[src/rtl/gnn_ctrl_pkg.sv]
// Shared encodings for the GNN sequencer: FSM state codes and default timeout.
package gnn_ctrl_pkg;

  localparam logic [2:0] ST_IDLE = 3'd0;
  localparam logic [2:0] ST_A1   = 3'd1;
  localparam logic [2:0] ST_MAC  = 3'd2;
  localparam logic [2:0] ST_A2   = 3'd3;
  localparam logic [2:0] ST_RL   = 3'd4;
  localparam logic [2:0] ST_DONE = 3'd5;
  localparam logic [2:0] ST_ERR  = 3'd6;

  localparam int unsigned TIMEOUT_DEFAULT = 255;

  // Wait states are the ones that launch a stage and wait for its ready.
  function automatic logic is_wait_state(input logic [2:0] s);
    return (s >= ST_A1) && (s <= ST_RL);
  endfunction

endpackage

[src/rtl/gnn_seq_ctrl_if.sv]
// Control/status bundle between the GNN sequencer (master) and the datapath side (slave).
interface gnn_seq_ctrl_if #(
  parameter int NUM_NODES = 4,
  parameter int LAT_W     = 12
);

  logic                   start;
  logic                   abort;
  logic                   aggr1_ready;
  logic [NUM_NODES-1:0]   mac_ready;
  logic                   aggr2_ready;
  logic                   relu_ready;
  logic                   aggr1_go;
  logic                   mac_go;
  logic                   aggr2_go;
  logic                   relu_go;
  logic                   busy;
  logic                   done;
  logic                   err_timeout;
  logic [2:0]             err_stage;
  logic [2*NUM_NODES-1:0] out_ready;
  logic [LAT_W-1:0]       lat_count;
  logic [2:0]             state;

  modport master (
    input  start, abort, aggr1_ready, mac_ready, aggr2_ready, relu_ready,
    output aggr1_go, mac_go, aggr2_go, relu_go, busy, done,
           err_timeout, err_stage, out_ready, lat_count, state
  );

  modport slave (
    output start, abort, aggr1_ready, mac_ready, aggr2_ready, relu_ready,
    input  aggr1_go, mac_go, aggr2_go, relu_go, busy, done,
           err_timeout, err_stage, out_ready, lat_count, state
  );

endinterface

[src/rtl/gnn_stage_timer.sv]
// Per-stage wait timer: cleared on stage entry, counts cycles without ready, flags expiry.
module gnn_stage_timer #(
  parameter int TIMEOUT_CYCLES = 255,
  parameter int TO_W           = 8
) (
  input  logic            clk,
  input  logic            rst,
  input  logic            clr_i,
  input  logic            inc_i,
  output logic            expired_o,
  output logic [TO_W-1:0] count_o
);

  logic [TO_W-1:0] count_q;

  assign expired_o = (count_q == TO_W'(TIMEOUT_CYCLES));
  assign count_o   = count_q;

  // NOTE: sequential state uses non-blocking assignments so every register samples pre-edge values.
  always_ff @(posedge clk) begin
    if (rst || clr_i) begin
      count_q <= '0;
    end else if (inc_i && !expired_o) begin
      count_q <= count_q + TO_W'(1);
    end
  end

endmodule

[src/rtl/gnn_seq_ctrl.sv]
// Two-layer GNN sequencer: A1 -> node MACs -> A2 -> ReLU, one go pulse per stage, per-stage timeout.
module gnn_seq_ctrl
  import gnn_ctrl_pkg::*;
#(
  parameter int TIMEOUT_CYCLES = TIMEOUT_DEFAULT,
  parameter int TO_W           = 8,
  parameter int LAT_W          = 12,
  parameter int NUM_NODES      = 4
) (
  input  logic          clk,
  input  logic          rst,
  gnn_seq_ctrl_if.master bus
);

  logic [2:0]             state_q, state_d;
  logic                   aggr1_go_q, mac_go_q, aggr2_go_q, relu_go_q;
  logic [NUM_NODES-1:0]   mask_q;
  logic                   err_timeout_q;
  logic [2:0]             err_stage_q;
  logic [2*NUM_NODES-1:0] out_ready_q;
  logic [LAT_W-1:0]       lat_q;

  logic            enter;
  logic            sample_en;
  logic            stage_ready;
  logic            accept;
  logic            busy;
  logic            to_expired;
  logic [TO_W-1:0] to_count;

  // Readies seen during a go cycle may be left over from the previous run.
  assign sample_en = !(aggr1_go_q | mac_go_q | aggr2_go_q | relu_go_q);
  assign accept    = (state_q == ST_IDLE) && bus.start && !bus.abort;
  assign busy      = is_wait_state(state_q);
  assign enter     = (state_d != state_q);

  // NOTE: every signal written here gets a default first, so no latch is inferred.
  always_comb begin
    stage_ready = 1'b0;
    state_d     = state_q;
    unique case (state_q)
      ST_A1:   stage_ready = bus.aggr1_ready;
      ST_MAC:  stage_ready = &(mask_q | bus.mac_ready);
      ST_A2:   stage_ready = bus.aggr2_ready;
      ST_RL:   stage_ready = bus.relu_ready;
      default: stage_ready = 1'b0;
    endcase

    unique case (state_q)
      ST_IDLE: if (bus.start) state_d = ST_A1;
      ST_A1, ST_MAC, ST_A2, ST_RL: begin
        if (sample_en && stage_ready) begin
          unique case (state_q)
            ST_A1:   state_d = ST_MAC;
            ST_MAC:  state_d = ST_A2;
            ST_A2:   state_d = ST_RL;
            default: state_d = ST_DONE;
          endcase
        end else if (to_expired) begin
          state_d = ST_ERR;
        end
      end
      default: state_d = ST_IDLE;
    endcase

    if (bus.abort) state_d = ST_IDLE;
  end

  gnn_stage_timer #(
    .TIMEOUT_CYCLES (TIMEOUT_CYCLES),
    .TO_W           (TO_W)
  ) u_timer (
    .clk       (clk),
    .rst       (rst),
    .clr_i     (enter),
    .inc_i     (busy),
    .expired_o (to_expired),
    .count_o   (to_count)
  );

  always_ff @(posedge clk) begin
    if (rst) begin
      state_q       <= ST_IDLE;
      aggr1_go_q    <= 1'b0;
      mac_go_q      <= 1'b0;
      aggr2_go_q    <= 1'b0;
      relu_go_q     <= 1'b0;
      mask_q        <= '0;
      err_timeout_q <= 1'b0;
      err_stage_q   <= '0;
      out_ready_q   <= '0;
      lat_q         <= '0;
    end else begin
      state_q    <= state_d;
      aggr1_go_q <= enter && (state_d == ST_A1);
      mac_go_q   <= enter && (state_d == ST_MAC);
      aggr2_go_q <= enter && (state_d == ST_A2);
      relu_go_q  <= enter && (state_d == ST_RL);

      mask_q <= (state_q == ST_MAC && state_d == ST_MAC && sample_en)
                ? (mask_q | bus.mac_ready) : '0;

      if (accept) begin
        err_timeout_q <= 1'b0;
        err_stage_q   <= '0;
      end else if (state_d == ST_ERR) begin
        err_timeout_q <= 1'b1;
        err_stage_q   <= state_q;
      end

      if (bus.abort || accept) begin
        out_ready_q <= '0;
      end else if (state_d == ST_DONE) begin
        out_ready_q <= '1;
      end

      if (accept) begin
        lat_q <= '0;
      end else if (busy && lat_q != '1) begin
        lat_q <= lat_q + LAT_W'(1);
      end
    end
  end

  assign bus.aggr1_go    = aggr1_go_q;
  assign bus.mac_go      = mac_go_q;
  assign bus.aggr2_go    = aggr2_go_q;
  assign bus.relu_go     = relu_go_q;
  assign bus.busy        = busy;
  assign bus.done        = (state_q == ST_DONE);
  assign bus.err_timeout = err_timeout_q;
  assign bus.err_stage   = err_stage_q;
  assign bus.out_ready   = out_ready_q;
  assign bus.lat_count   = lat_q;
  assign bus.state       = state_q;

  logic unused_ok;
  assign unused_ok = ^to_count;

endmodule

[src/flat_wrapper.sv]
// flat-port wrapper written by rule: the top's interface ports become plain ports
module gnn_seq_ctrl_flat import gnn_ctrl_pkg::*;
#(
  parameter int TIMEOUT_CYCLES = TIMEOUT_DEFAULT,
  parameter int TO_W           = 8,
  parameter int LAT_W          = 12,
  parameter int NUM_NODES      = 4
)
  (clk, rst, bus_start, bus_abort, bus_aggr1_ready, bus_mac_ready, bus_aggr2_ready, bus_relu_ready, bus_aggr1_go, bus_mac_go, bus_aggr2_go, bus_relu_go, bus_busy, bus_done, bus_err_timeout, bus_err_stage, bus_out_ready, bus_lat_count, bus_state);
  gnn_seq_ctrl_if #(.NUM_NODES(NUM_NODES), .LAT_W(LAT_W)) bus_i ();
  input  logic clk;
  input  logic rst;
  input wire logic [$bits(bus_i.start)-1:0] bus_start;
  input wire logic [$bits(bus_i.abort)-1:0] bus_abort;
  input wire logic [$bits(bus_i.aggr1_ready)-1:0] bus_aggr1_ready;
  input wire logic [$bits(bus_i.mac_ready)-1:0] bus_mac_ready;
  input wire logic [$bits(bus_i.aggr2_ready)-1:0] bus_aggr2_ready;
  input wire logic [$bits(bus_i.relu_ready)-1:0] bus_relu_ready;
  output wire logic [$bits(bus_i.aggr1_go)-1:0] bus_aggr1_go;
  output wire logic [$bits(bus_i.mac_go)-1:0] bus_mac_go;
  output wire logic [$bits(bus_i.aggr2_go)-1:0] bus_aggr2_go;
  output wire logic [$bits(bus_i.relu_go)-1:0] bus_relu_go;
  output wire logic [$bits(bus_i.busy)-1:0] bus_busy;
  output wire logic [$bits(bus_i.done)-1:0] bus_done;
  output wire logic [$bits(bus_i.err_timeout)-1:0] bus_err_timeout;
  output wire logic [$bits(bus_i.err_stage)-1:0] bus_err_stage;
  output wire logic [$bits(bus_i.out_ready)-1:0] bus_out_ready;
  output wire logic [$bits(bus_i.lat_count)-1:0] bus_lat_count;
  output wire logic [$bits(bus_i.state)-1:0] bus_state;
  assign bus_i.start = bus_start;
  assign bus_i.abort = bus_abort;
  assign bus_i.aggr1_ready = bus_aggr1_ready;
  assign bus_i.mac_ready = bus_mac_ready;
  assign bus_i.aggr2_ready = bus_aggr2_ready;
  assign bus_i.relu_ready = bus_relu_ready;
  assign bus_aggr1_go = bus_i.aggr1_go;
  assign bus_mac_go = bus_i.mac_go;
  assign bus_aggr2_go = bus_i.aggr2_go;
  assign bus_relu_go = bus_i.relu_go;
  assign bus_busy = bus_i.busy;
  assign bus_done = bus_i.done;
  assign bus_err_timeout = bus_i.err_timeout;
  assign bus_err_stage = bus_i.err_stage;
  assign bus_out_ready = bus_i.out_ready;
  assign bus_lat_count = bus_i.lat_count;
  assign bus_state = bus_i.state;
  gnn_seq_ctrl #(.TIMEOUT_CYCLES(TIMEOUT_CYCLES), .TO_W(TO_W), .LAT_W(LAT_W), .NUM_NODES(NUM_NODES)) u_core (.clk(clk), .rst(rst), .bus(bus_i));
endmodule
[config.mk]
export PLATFORM = sky130hd
export DESIGN_NAME = gnn_seq_ctrl_flat
export DESIGN_NICKNAME = d
export VERILOG_FILES = /design/src/rtl/gnn_ctrl_pkg.sv /design/src/rtl/gnn_seq_ctrl_if.sv /design/src/rtl/gnn_stage_timer.sv /design/src/rtl/gnn_seq_ctrl.sv /design/src/flat_wrapper.sv
export SDC_FILE = /design/constraint.sdc
export NUM_CORES = 1
export LEC_CHECK = 0
export CORE_UTILIZATION = 40
export DETAILED_ROUTE_END_ITERATION = 6
export GPL_TIMING_DRIVEN = 1
export PLACE_DENSITY = 0.71
export SLEW_MARGIN = 40
export SYNTH_ARGS = -nofsm -noshare
export SYNTH_HDL_FRONTEND = slang
export SYNTH_SLANG_ARGS = --single-unit
export TNS_END_PERCENT = 20
[constraint.sdc]
create_clock -name clk -period 6.9 [get_ports clk]
set_clock_uncertainty 0.15 [all_clocks]
set_input_delay 0.69 -clock clk [delete_from_list [all_inputs] [get_ports clk]]
set_output_delay 0.69 -clock clk [all_outputs]
set_load 0.01 [all_outputs]
# ---- Word level (Yosys, flattened, before mapping)
# Index checks and enable logic that the tools add are counted.
dict set report word_totals {
  register_bits 36
  in_bits 11
  out_inout_bits 33
}
dict set report classes {
  addsub 2
  magnitude_cmp 2
  n_eq_ne 14
  mux 7
  bitwise 5
  n_reduce_logical 23
}
# op count
set ops {}
lappend ops {{equality test 3 bit (second input constant)} 5}
lappend ops {{adder 12 x 1 -> 12 bit (second input constant)} 1}
lappend ops {{equality test 3 x 2 -> 1 bit (second input constant)} 4}
lappend ops {{logical AND 1 bit} 12}
lappend ops {{two-way mux 3 bit} 4}
lappend ops {{inequality test 12 bit (second input constant)} 1}
lappend ops {{case mux 3 bit (3 select lines)} 1}
lappend ops {{adder 8 x 1 -> 8 bit (second input constant)} 1}
lappend ops {{equality test 8 bit (second input constant)} 1}
lappend ops {{equality test 3 x 1 -> 1 bit (second input constant)} 2}
lappend ops {{case mux 3 bit (2 select lines)} 1}
lappend ops {{OR reduction 2 bit} 3}
lappend ops {{bitwise OR 4 bit} 1}
lappend ops {{case mux 1 bit (4 select lines)} 1}
lappend ops {{AND reduction 4 bit} 1}
lappend ops {{OR reduction 4 bit} 1}
lappend ops {{greater-or-equal comparator 3 x 1 -> 1 bit (second input constant)} 1}
lappend ops {{<= comparator 3 bit (second input constant)} 1}
lappend ops {{zero test 1 bit} 3}
lappend ops {{zero test 3 bit} 1}
lappend ops {{inequality test 3 bit} 1}
lappend ops {{bitwise OR 1 bit} 3}
lappend ops {{logical OR 1 bit} 2}
lappend ops {{inverter 1 bit} 1}

# ---- Depth between registers and ports, before layout
# Gate-level depths: netlist of the first run.
dict set report logic_depth {
  word_depth 13
  mapped_depth 9
  depth_no_buf 8
}

# ---- By module
# From an unflattened synthesis of the first run, not the netlist that was laid out.
dict set report hier_totals {
  cells_unflattened 204
  area_unflattened_um2 1794.2
}
# mod instances cells_each area_per_inst_um2
set modules_own_cells {}
lappend modules_own_cells {gnn_seq_ctrl 1 155 1368.8}
lappend modules_own_cells {gnn_stage_timer 1 49 425.4}

# ---- Least setup slack after synthesis of the first run
# OpenSTA, ideal clock, no wires.
dict set report synth_path {
  path_type {register to register}
  startpoint {register u_core.state_q[1], in the netlist u_core.bus.state[1]}
  endpoint {register u_core.u_timer.count_q[1], in the netlist u_core.u_timer.count_o[1]}
  setup_ps 67
  arrival_ps 2704
  path_slack_ps 3979
  path_stages_with_launch 8
  n_path_buf 0
  period_less_slack_ps 2921
  cell_sequence {dfxtp_1 or3b_1 or4_4 a21oi_4 nor2_1 or4b_1 a2111o_1 a21oi_2}
}
dict set report synth_via {
  elab_chain_cells 8
  elab_cells_between_ends 20
  classes_between {order compare (2); eq/ne (5); mux (7); reduce/logical (6)}
}
# element line_no
set synth_rtl {}
lappend synth_rtl {{from (decl)} gnn_seq_ctrl.sv:15} ;# logic [2:0] state_q, state_d;
lappend synth_rtl {{from (signal assigned)} gnn_seq_ctrl.sv:94} ;# state_q <= state_d;
lappend synth_rtl {{equality test 3 bit, or another cell as far along} {gnn_seq_ctrl.sv:41, gnn_seq_ctrl.sv:49}}
lappend synth_rtl {{case mux 1 bit (4 select lines)} gnn_seq_ctrl.sv:41} ;# unique case (state_q)
lappend synth_rtl {{logical AND 1 bit} gnn_seq_ctrl.sv:52} ;# if (sample_en && stage_ready) begin
lappend synth_rtl {{two-way mux 3 bit} gnn_seq_ctrl.sv:52}
lappend synth_rtl {{case mux 3 bit (2 select lines)} gnn_seq_ctrl.sv:49} ;# unique case (state_q)
lappend synth_rtl {{two-way mux 3 bit} gnn_seq_ctrl.sv:66} ;# if (bus.abort) state_d = ST_IDLE;
lappend synth_rtl {{inequality test 3 bit} gnn_seq_ctrl.sv:35} ;# assign enter = (state_d != state_q);
lappend synth_rtl {{logical OR 1 bit} gnn_stage_timer.sv:21} ;# if (rst || clr_i) begin
lappend synth_rtl {{to (signal assigned)} gnn_stage_timer.sv:24} ;# count_q <= count_q + TO_W'(1);
lappend synth_rtl {{to (decl)} gnn_stage_timer.sv:14} ;# logic [TO_W-1:0] count_q;
# Parallel ways exist; a longest one is shown, timed or not.
# A chain may end at the register's enable or synchronous reset.

# ---- Worst setup path in the final report of the first run
dict set report layout_path {
  startpoint {register u_core.state_q[1], in the netlist u_core.bus.state[1]}
  endpoint {register u_core.u_timer.count_q[2], in the netlist u_core.u_timer.count_o[2]}
}
# Same word-level chain as after synthesis.

==> summary.txt, run 1 <==
Flow run
  – # Max-Cap Violations: 0

Clock tree
  – # hold bufs at CTS: 0
  – Clock buffer count from CTS: 5
  – Clock transition at path regs: 0.07 ns
  – Deepest clock path buffer count: 2
  – Worst skew pair latency: 0.29 ns
  – CTS H-Tree Depth: 2
  – Clock sink total: 36
  – CTS tree: built
  – Post_cts resized: 0
  – CTS root buf: clkbuf_8
  – Setup bufs post-CTS: 0

Floorplanning
  – Die footprint: 4667 sq um
  – Die X: 68.32 um
  – Starting Density: 0.4275
  – CORE AREA: 4115 sq um
  – Row count: 23
  – Die H: 68.32 um
  – I/O pin total: 44

Timing
  – Fmax: 0.2827 GHz
  – Max Slew Vio Count: 0
  – Slew headroom: 0.6507
  – Hold Fails Final Rpt: 0
  – Setup violators final: 0
  – Tcrit/Tclk final: 0.5126
  – Fin crit period: 3.537 ns
  – Sum Neg Setup Slack: 0 ns
  – Slew @ Worst Pin: 0.5214 ns
  – RSZ-0062 raised after global routing: false

Placed design
  – # port buffers: 43
  – HPWL Detailed: 2664 um
  – Post-Place Cells: 289
  – Gpl congestion: 0.8301

Route
  – Met2 WL: 1775 um
  – Post-DR wirelength/cell: 12.86 um
  – Post-route ant nets: 0
  – # DRC: 0
  – Via density: 5.384
  – M1 WL: 1779 um
  – Met3 WL: 191 um
  – Iter 0 DRT Violations: 100
  – Highest Signal Layer: met4
  – First-pass detailed-route iteration total: 4
  – Routed WL: 3819 um
  – DR vias: 1599

Cells and area
  – Multi-input logic area: 950.9 sq um
  – Antenna Cells: 0
  – Reg area: 720.7 sq um
  – Layout area overhead: 30.87%
  – Share of layout cells above drive strength 1: 0.06073
  – Fill count: 414
  – Nets: 259
  – Final Non-Filler Cells: 297
  – Fin util: 0.5594

Setup path
  – CP Class: register to register
  – Most used cell, CP: nor2_1
  – Worst Path Required: 6.98 ns
  – Worst setup EP type: register
  – CP max stage delay: 0.65 ns
  – WP data arrival: 3.61 ns
  – Worst path bufs/invs: 0
  – Worst setup SP type: register
  – Worst Path Max Fanout: 14
  – Delay-heaviest family, CP: simple AND/OR/NAND/NOR gates
  – Cell at the slowest stage of the critical path: dfxtp_1
  – Critical path cell sequence: or3b_1, or4_4, a21oi_4, nor2_1, or4b_1, a2111o_1, nor2_1

Global route
  – Aggregate global-route resource usage: 0.1746
  – Number of global-route vias before repair: 1375
  – Total gr overflow: 0
  – First-pass GRT wire length: 5975 um
  – Initial antenna violation count: 0
  – Largest net degree at the start of global routing: 16

Synth
  – FFs w/ async S/R, synth: 0
  – Post-synth EDFFs: 0
  – Share of the synthesized area in the top cell type: 0.4097
  – Commonest cells post-synth: 38 x nor2_1, 36 x dfxtp_1, 15 x nand2_1
  – Cell Area, Synth: 1759 sq um
  – Predominant post-synthesis flop cell: dfxtp_1
  – Distinct cells, synth: 46
  – Post-synthesis sequential area ratio: 0.4097
  – Syn avg cell area: 8.337 sq um
  – Syn Inst Count: 211
  – Most common cell in the netlist: nor2_1
  – Synth area leader: dfxtp_1
  – Post-synth net total: 224
  – Top cells by area, synth: dfxtp_1 41%, nor2_1 8.1%, xor2_1 5.5%, nand3_1 3.7%, nand2_1 3.2%
  – Synth Register Bits: 36
  – Yosys warns: 0

Power and ir drop
  – Clock power frac: 0.444
  – P_leak: 0.8014 nW
  – Pint: 0.3568 mW
  – Maximum vdd drop: 0.1546 mV
  – Comb power frac: 0.089
  – Flop pwr share: 0.468
  – Psw: 0.1016 mW
  – Power Density: 199.1 nW/um^2
  – Switch share: 0.2216

Run status
  – Outcome: finished clean

Hold path
  – Min-Delay Path Class: register to register
==> worst min-delay path, stage by stage, from the launching register on <==
cell	delay, ns
dfxtp_1	0.31
nand2_1	0.05
mux2i_1	0.05
==> cell type report <==
| class | count | share of cell area |
|---|---|---|
| Multi-Input combinational cell | 157 | 0.4130 |
| Inverter | 3 | 0.004891 |
| Clock buffer | 7 | 0.04185 |
| Timing Repair Buffer | 43 | 0.1870 |
| Tap cell | 50 | 0.02717 |
| Sequential cell | 36 | 0.3130 |
| Clock inverter | 1 | 0.01304 |
==> power by group through the flow <==
stage	sequential, mW	combinational, mW	clock [mW]
floorplan	0.218	0.0256	0
global placement	0.219	0.0399	0
detailed placement	0.219	0.0402	0
CTS	0.214	0.0405	0.208
global route	0.215	0.0447	0.214
finish	0.214	0.0406	0.203
==> layout by cell type, fill, tap and decap left out, types with 4 or more instances in the layout <==
master / instances
a21oi_1: 7
clkbuf_8: 7
clkdlybuf4s50_1: 43
dfxtp_1: 36
nand2_1: 15
nand3_1: 13
nor2_1: 38
nor2b_1: 4
nor3_1: 4
o21ai_0: 9
or3_1: 6
xor2_1: 11
==> per-stage QoR <==
stage,hold slack (ns),total power [mW],setup WS [ns],instance area [sq um]
after global placement,0.3007,0.2591,3.366,2168
after global routing,0.3444,0.4737,3.215,2302
after detailed placement,0.2977,0.2594,3.334,2168
final,0.3119,0.4584,3.363,2302
after floorplan,0.2866,0.2435,3.979,1759
after CTS,0.3129,0.4623,3.377,2295
==> logic make-up (layout without fill, tap and decap cells) <==
group,count (synthesis),after routing,synth area share
AOI/OAI and AO/OA,31,31,0.1209
and+or+nand+nor,107,107,0.3144
adders and majority gates,2,2,0.01422
xor gates and xnor gates,14,14,0.06970
DFF,36,36,0.4097
buffers and inverters,18,54,0.05405
muxes,3,3,0.01707
==> routing by layer <==
layer	GRT usage	up-vias
met5	0	-
met4	0.08594	0
met3	0.03833	7
met2	0.2855	38
met1	0.2141	745
li1	-	809
==> registers in the layout, summed over array words and instances (netlist names) <==
name                    cells
u_core.bus.out_ready        1
u_core.bus.err_timeout      1
u_core.u_timer.count_o      8
u_core.bus.aggr1_go         1
u_core.bus.aggr2_go         1
u_core.bus.lat_count       12
u_core.bus.relu_go          1
u_core.bus.state            3
u_core.bus.err_stage        3
u_core.mask_q               4
u_core.bus.mac_go           1
==> worst paths after layout <==
check	cells past startpoint	slack [ns]	from	end
worst max-delay path	7	3.36	u_core.bus.state[1]	u_core.u_timer.count_o[2]
worst min-delay path	2	0.31	u_core.bus.err_stage[0]	u_core.bus.err_stage[0]
worst max register to register	7	3.36	u_core.bus.state[1]	u_core.u_timer.count_o[2]
worst min register to register	2	0.31	u_core.bus.err_stage[0]	u_core.bus.err_stage[0]
No activity file was read; power rests on OpenSTA's default activity.
==> inputs of run 2 (changes only) <==
- clock period: 6.9 -> 3.6 ns (I/O delays scaled with it)
==> summary.txt, run 2 (synthesis gave the netlist of run 1 again) <==
Run status
  – Outcome: finished clean

Global route
  – Largest net degree at the start of global routing: 15
  – Aggregate global-route resource usage: 0.1731
  – Initial antenna violation count: 0
  – Number of global-route vias before repair: 1374
  – Total gr overflow: 0
  – First-pass GRT wire length: 6085 um

Flow run
  – # Max-Cap Violations: 0

Setup path
  – CP Capture Point: u_core.u_timer.count_o[4]
  – Reg-to-reg endpoint: u_core.u_timer.count_o[4]
  – Worst Path Required: 3.68 ns
  – Worst r2r src: u_core.bus.state[1]
  – Worst path depth: 7
  – Worst Path Max Fanout: 8
  – R2R Setup Slk: 0.61 ns
  – R2R cell count: 7
  – CP max stage delay: 0.58 ns
  – CP Class: register to register
  – WP data arrival: 3.07 ns
  – Crit. Startpoint: u_core.bus.state[1]
  – Worst setup EP type: register
  – Worst path bufs/invs: 0
  – Cell at the slowest stage of the critical path: or4_4
  – Most used cell, CP: nor2_1
  – Delay-heaviest family, CP: simple AND/OR/NAND/NOR gates
  – Critical path cell sequence: or3b_1, or4_4, a21oi_4, nor2_1, or4b_1, a2111o_1, nor2_1
  – Worst setup SP type: register

Clock tree
  – # hold bufs at CTS: 0
  – Setup bufs post-CTS: 0
  – Clock transition at path regs: 0.07 ns
  – Clock sink total: 36
  – CTS H-Tree Depth: 2
  – Post_cts resized: 0
  – Clock buffer count from CTS: 5
  – CTS tree: built
  – CTS root buf: clkbuf_8
  – Worst skew pair latency: 0.29 ns
  – Deepest clock path buffer count: 2

Timing
  – Fmax: 0.3350 GHz
  – RSZ-0062 raised after global routing: false
  – Setup violators final: 0
  – Slew headroom: 0.6647
  – Sum Neg Setup Slack: 0 ns
  – Fin crit period: 2.985 ns
  – Setup slack after layout: 0.6149 ns
  – Hold Fails Final Rpt: 0
  – Max Slew Vio Count: 0
  – Slew @ Worst Pin: 0.5005 ns
  – Tcrit/Tclk final: 0.8292

Route
  – Via density: 5.259
  – First-pass detailed-route iteration total: 6
  – Iter 0 DRT Violations: 127
  – Routed WL: 3778 um
  – DR vias: 1583
  – Post-DR wirelength/cell: 12.55 um
  – Post-route ant nets: 0
  – Met2 WL: 1680 um
  – # DRC: 0
  – M1 WL: 1829 um
  – Met3 WL: 235 um
  – Highest Signal Layer: met4

Cells and area
  – Reg area: 720.7 sq um
  – Antenna Cells: 0
  – Most common cell after layout, fill and taps aside: clkdlybuf4s50_1
  – Share of layout cells above drive strength 1: 0.07171
  – Fin area: 2300 sq um
  – Commonest cells after routing, fill and taps aside: 43 x clkdlybuf4s50_1, 38 x nor2_1, 36 x dfxtp_1
  – Nets: 263
  – Layout area overhead: 30.73%
  – Max reg flops: 12
  – Fill count: 399
  – Multi-input logic area: 950.9 sq um

Floorplanning
  – Die H: 68.32 um
  – I/O pin total: 44
  – Starting Density: 0.4275
  – Die X: 68.32 um
  – Row count: 23
  – CORE AREA: 4115 sq um
  – Die footprint: 4667 sq um

Power and ir drop
  – Maximum vdd drop: 0.1683 mV
  – P_leak: 0.8030 nW
  – Power Density: 344.2 nW/um^2

Placed design
  – Post-Place Cell Area: 2198 sq um
  – # port buffers: 43
  – Dpl ws: 0.5459 ns
  – HPWL Detailed: 2711 um
  – Gpl congestion: 0.8934

Hold path
  – Min-Delay Path Class: register to register
run 2: cell count changes in the layout (fill, tap and decap cells not counted), sizes merged:
| cell | change |
|---|---|
| buf | +4 |
| bufinv | -1 |
| clkinvlp | +1 |
run 2: worst min-delay path by stage:
stage                                       start                       to  slack [ns]  cells after the start
final                     u_core.bus.err_stage[0]  u_core.bus.err_stage[0]        0.31                      2
after detailed placement  u_core.bus.err_stage[0]  u_core.bus.err_stage[0]        0.30                      2
after global routing             u_core.mask_q[1]         u_core.mask_q[1]        0.34                      2
after CTS                 u_core.bus.err_stage[0]  u_core.bus.err_stage[0]        0.32                      2
after floorplan                  u_core.mask_q[1]         u_core.mask_q[1]        0.29                      2
after global placement           u_core.mask_q[3]         u_core.mask_q[3]        0.30                      2
run 2: stage by stage:
| step | hold WS, ns | util | cells | power [mW] |
|---|---|---|---|---|
| 6_report | 0.3128 | 0.5588 | 301 | 0.7916 |
| 5_1_grt | 0.3447 | 0.5588 | 301 | 0.8256 |
| 4_1_cts | 0.3165 | 0.5570 | 301 | 0.8017 |
| 3_5_place_dp | 0.2981 | 0.5342 | 293 | 0.4995 |
| 3_3_place_gp | 0.3000 | 0.5342 | 293 | 0.4992 |
| 2_1_floorplan | 0.2866 | - | 211 | 0.4667 |
run 2: area by class of cell:
class / instances / share of cell area
Clock buffer: 7 / 0.03754
Sequential cell: 36 / 0.3134
Multi-Input combinational cell: 157 / 0.4135
Tap cell: 50 / 0.02720
Inverter: 3 / 0.004897
Clock inverter: 1 / 0.003264
Timing Repair Buffer: 47 / 0.2002
run 2: per-layer routing:
| metal | vias to the layer above | track usage |
|---|---|---|
| met5 | - | 0 |
| met4 | 0 | 0.04688 |
| met3 | 4 | 0.04833 |
| met2 | 43 | 0.2721 |
| met1 | 727 | 0.2297 |
| li1 | 809 | - |
run 2: power breakdown:
part           total (mW)  internal [mW]  switching (mW)  leakage, nW
clock               0.300          0.155           0.145       0.0445
sequential          0.406          0.403         0.00377        0.290
combinational      0.0851         0.0389          0.0462        0.468
total               0.792          0.597           0.194        0.803
run 2: tightest hold or removal path, cell delays in order, from the launching register on:
cell and delay, ns:
dfxtp_1 0.31, nand2_1 0.05, mux2i_1 0.05
==> inputs of run 3 (changes only) <==
- clock period: 3.6 -> 2.95 ns (I/O delays scaled with it)
==> summary.txt, run 3 (synthesis gave the netlist of run 1 again) <==
Route
  – Via density: 5.285
  – # DRC: 0
  – Routed WL: 3816 um
  – Post-route ant nets: 0
  – First-pass detailed-route iteration total: 4
  – DR vias: 1612
  – Post-DR wirelength/cell: 12.51 um
  – Iter 0 DRT Violations: 108

Setup path
  – R2R cell count: 7
  – Critical path cell sequence: or3b_4, or4_4, a21oi_4, nor2_1, or4b_1, a2111o_1, a21oi_2
  – Worst setup SP type: register
  – Crit. Startpoint: u_core.bus.state[1]
  – Delay-heaviest family, CP: simple AND/OR/NAND/NOR gates
  – Worst Path Required: 3.03 ns
  – CP max stage delay: 0.56 ns
  – Worst setup EP type: register
  – Cell at the slowest stage of the critical path: or4_4
  – Worst r2r src: u_core.bus.state[1]
  – Worst Path Max Fanout: 8
  – Worst path bufs/invs: 0
  – CP Class: register to register
  – WP data arrival: 2.90 ns
  – Worst path depth: 7

Timing
  – Hold Fails Final Rpt: 0
  – Slew headroom: 0.6651
  – Tcrit/Tclk final: 0.9579
  – Fmax: 0.3539 GHz
  – Max Slew Vio Count: 0
  – Setup violators final: 0
  – Fin crit period: 2.826 ns
  – Sum Neg Setup Slack: 0 ns
  – Slew @ Worst Pin: 0.5000 ns

Power and ir drop
  – Maximum vdd drop: 0.3153 mV
  – P_leak: 0.8250 nW
  – Power Density: 412.5 nW/um^2

Placed design
  – Post-Place Cell Area: 2228 sq um
  – HPWL Detailed: 2764 um
  – Gpl congestion: 0.8331
  – # port buffers: 43

Cells and area
  – Layout area overhead: 32.36%
  – Most common cell after layout, fill and taps aside: clkdlybuf4s50_1
  – Fin area: 2328 sq um
  – Share of layout cells above drive strength 1: 0.08627
  – Fill count: 398
  – Antenna Cells: 0
  – Commonest cells after routing, fill and taps aside: 43 x clkdlybuf4s50_1, 38 x nor2_1, 36 x dfxtp_1
  – Nets: 267
  – Max reg flops: 12

Flow run
  – # Max-Cap Violations: 0

Clock tree
  – CTS tree: built
  – # hold bufs at CTS: 0
  – Deepest clock path buffer count: 2
  – Clock buffer count from CTS: 5
  – Clock sink total: 36
  – Worst skew pair latency: 0.29 ns
  – CTS root buf: clkbuf_8
  – Clock transition at path regs: 0.07 ns
  – CTS H-Tree Depth: 2

Floorplanning
  – CORE AREA: 4115 sq um
  – Die H: 68.32 um
  – Starting Density: 0.4275
  – Row count: 23
  – Die X: 68.32 um
  – I/O pin total: 44
  – Die footprint: 4667 sq um

Hold path
  – Min-Delay Path Class: register to register
  – Worst hold path startpoint: u_core.bus.err_stage[0]
  – WHS Path Cells: 2

Global route
  – Initial antenna violation count: 0
  – Largest net degree at the start of global routing: 15
  – Total gr overflow: 0
  – Number of global-route vias before repair: 1393
  – Aggregate global-route resource usage: 0.1775
  – First-pass GRT wire length: 6120 um

Run status
  – Outcome: finished clean
## run 3: cell count changes in the layout (fill, tap and decap cells not counted)
| cell | previous run | this run |
|---|---|---|
| or3b_4 | 0 | 1 |
| clkbuf_1 | 1 | 2 |
| buf_4 | 4 | 8 |
| or3b_1 | 1 | 0 |
| clkinvlp_4 | 1 | 0 |
## run 3: per-layer routing
metal,track usage,part of all wire
met5,0,0
met4,0.1068,0.025
met3,0.04833,0.066
met2,0.2684,0.43
met1,0.2223,0.48
## run 3: worst paths after layout
| path | to | slack [ns] |
|---|---|---|
| setup / recovery | u_core.u_timer.count_o[1] | 0.12 |
| hold / removal | u_core.bus.err_stage[0] | 0.31 |
| setup reg to reg | u_core.u_timer.count_o[1] | 0.12 |
| hold reg to reg | u_core.bus.err_stage[0] | 0.31 |
## run 3: metrics by stage
step                      instances    util  total power [mW]  hold WS, ns  setup slack [ns]
after floorplan                 211       -            0.5696       0.2799           0.02885
after global placement          297  0.5415            0.6116       0.2990           0.03266
after detailed placement        297  0.5415            0.6115       0.2952           0.02017
after CTS                       305  0.5634            0.9700       0.3135           0.07111
after global routing            305  0.5658             1.001       0.3335       -0.00004330
final                           305  0.5658            0.9604       0.3127            0.1242
## run 3: cell type report
type                            instances  area [sq um]  area share
Multi-Input combinational cell        157         953.4      0.4095
Tap cell                               50         62.56     0.02687
Timing Repair Buffer                   51         490.5      0.2106
Sequential cell                        36         720.7      0.3095
Clock buffer                            8         90.09     0.03869
Inverter                                3         11.26    0.004836
## run 3: what timing repair did
action,4_1_cts,5_1_grt
endpoints found under the setup margin,0,9
endpoints found under the hold margin,0,0
gates resized for setup,0,1
buffers inserted,0,0
## run 3: where the power goes
group	internal, mW	switching (mW)	leakage (nW)
Clock	0.190	0.168	0.0455
Sequential	0.492	0.00463	0.290
Combinational	0.0493	0.0567	0.489
## run 3: tightest hold or removal path, delay by kind of cell, from the launching register on
kind             cells  cell delay [ns]
and+or+nand+nor      1             0.05
DFF                  1             0.31
muxes                1             0.05
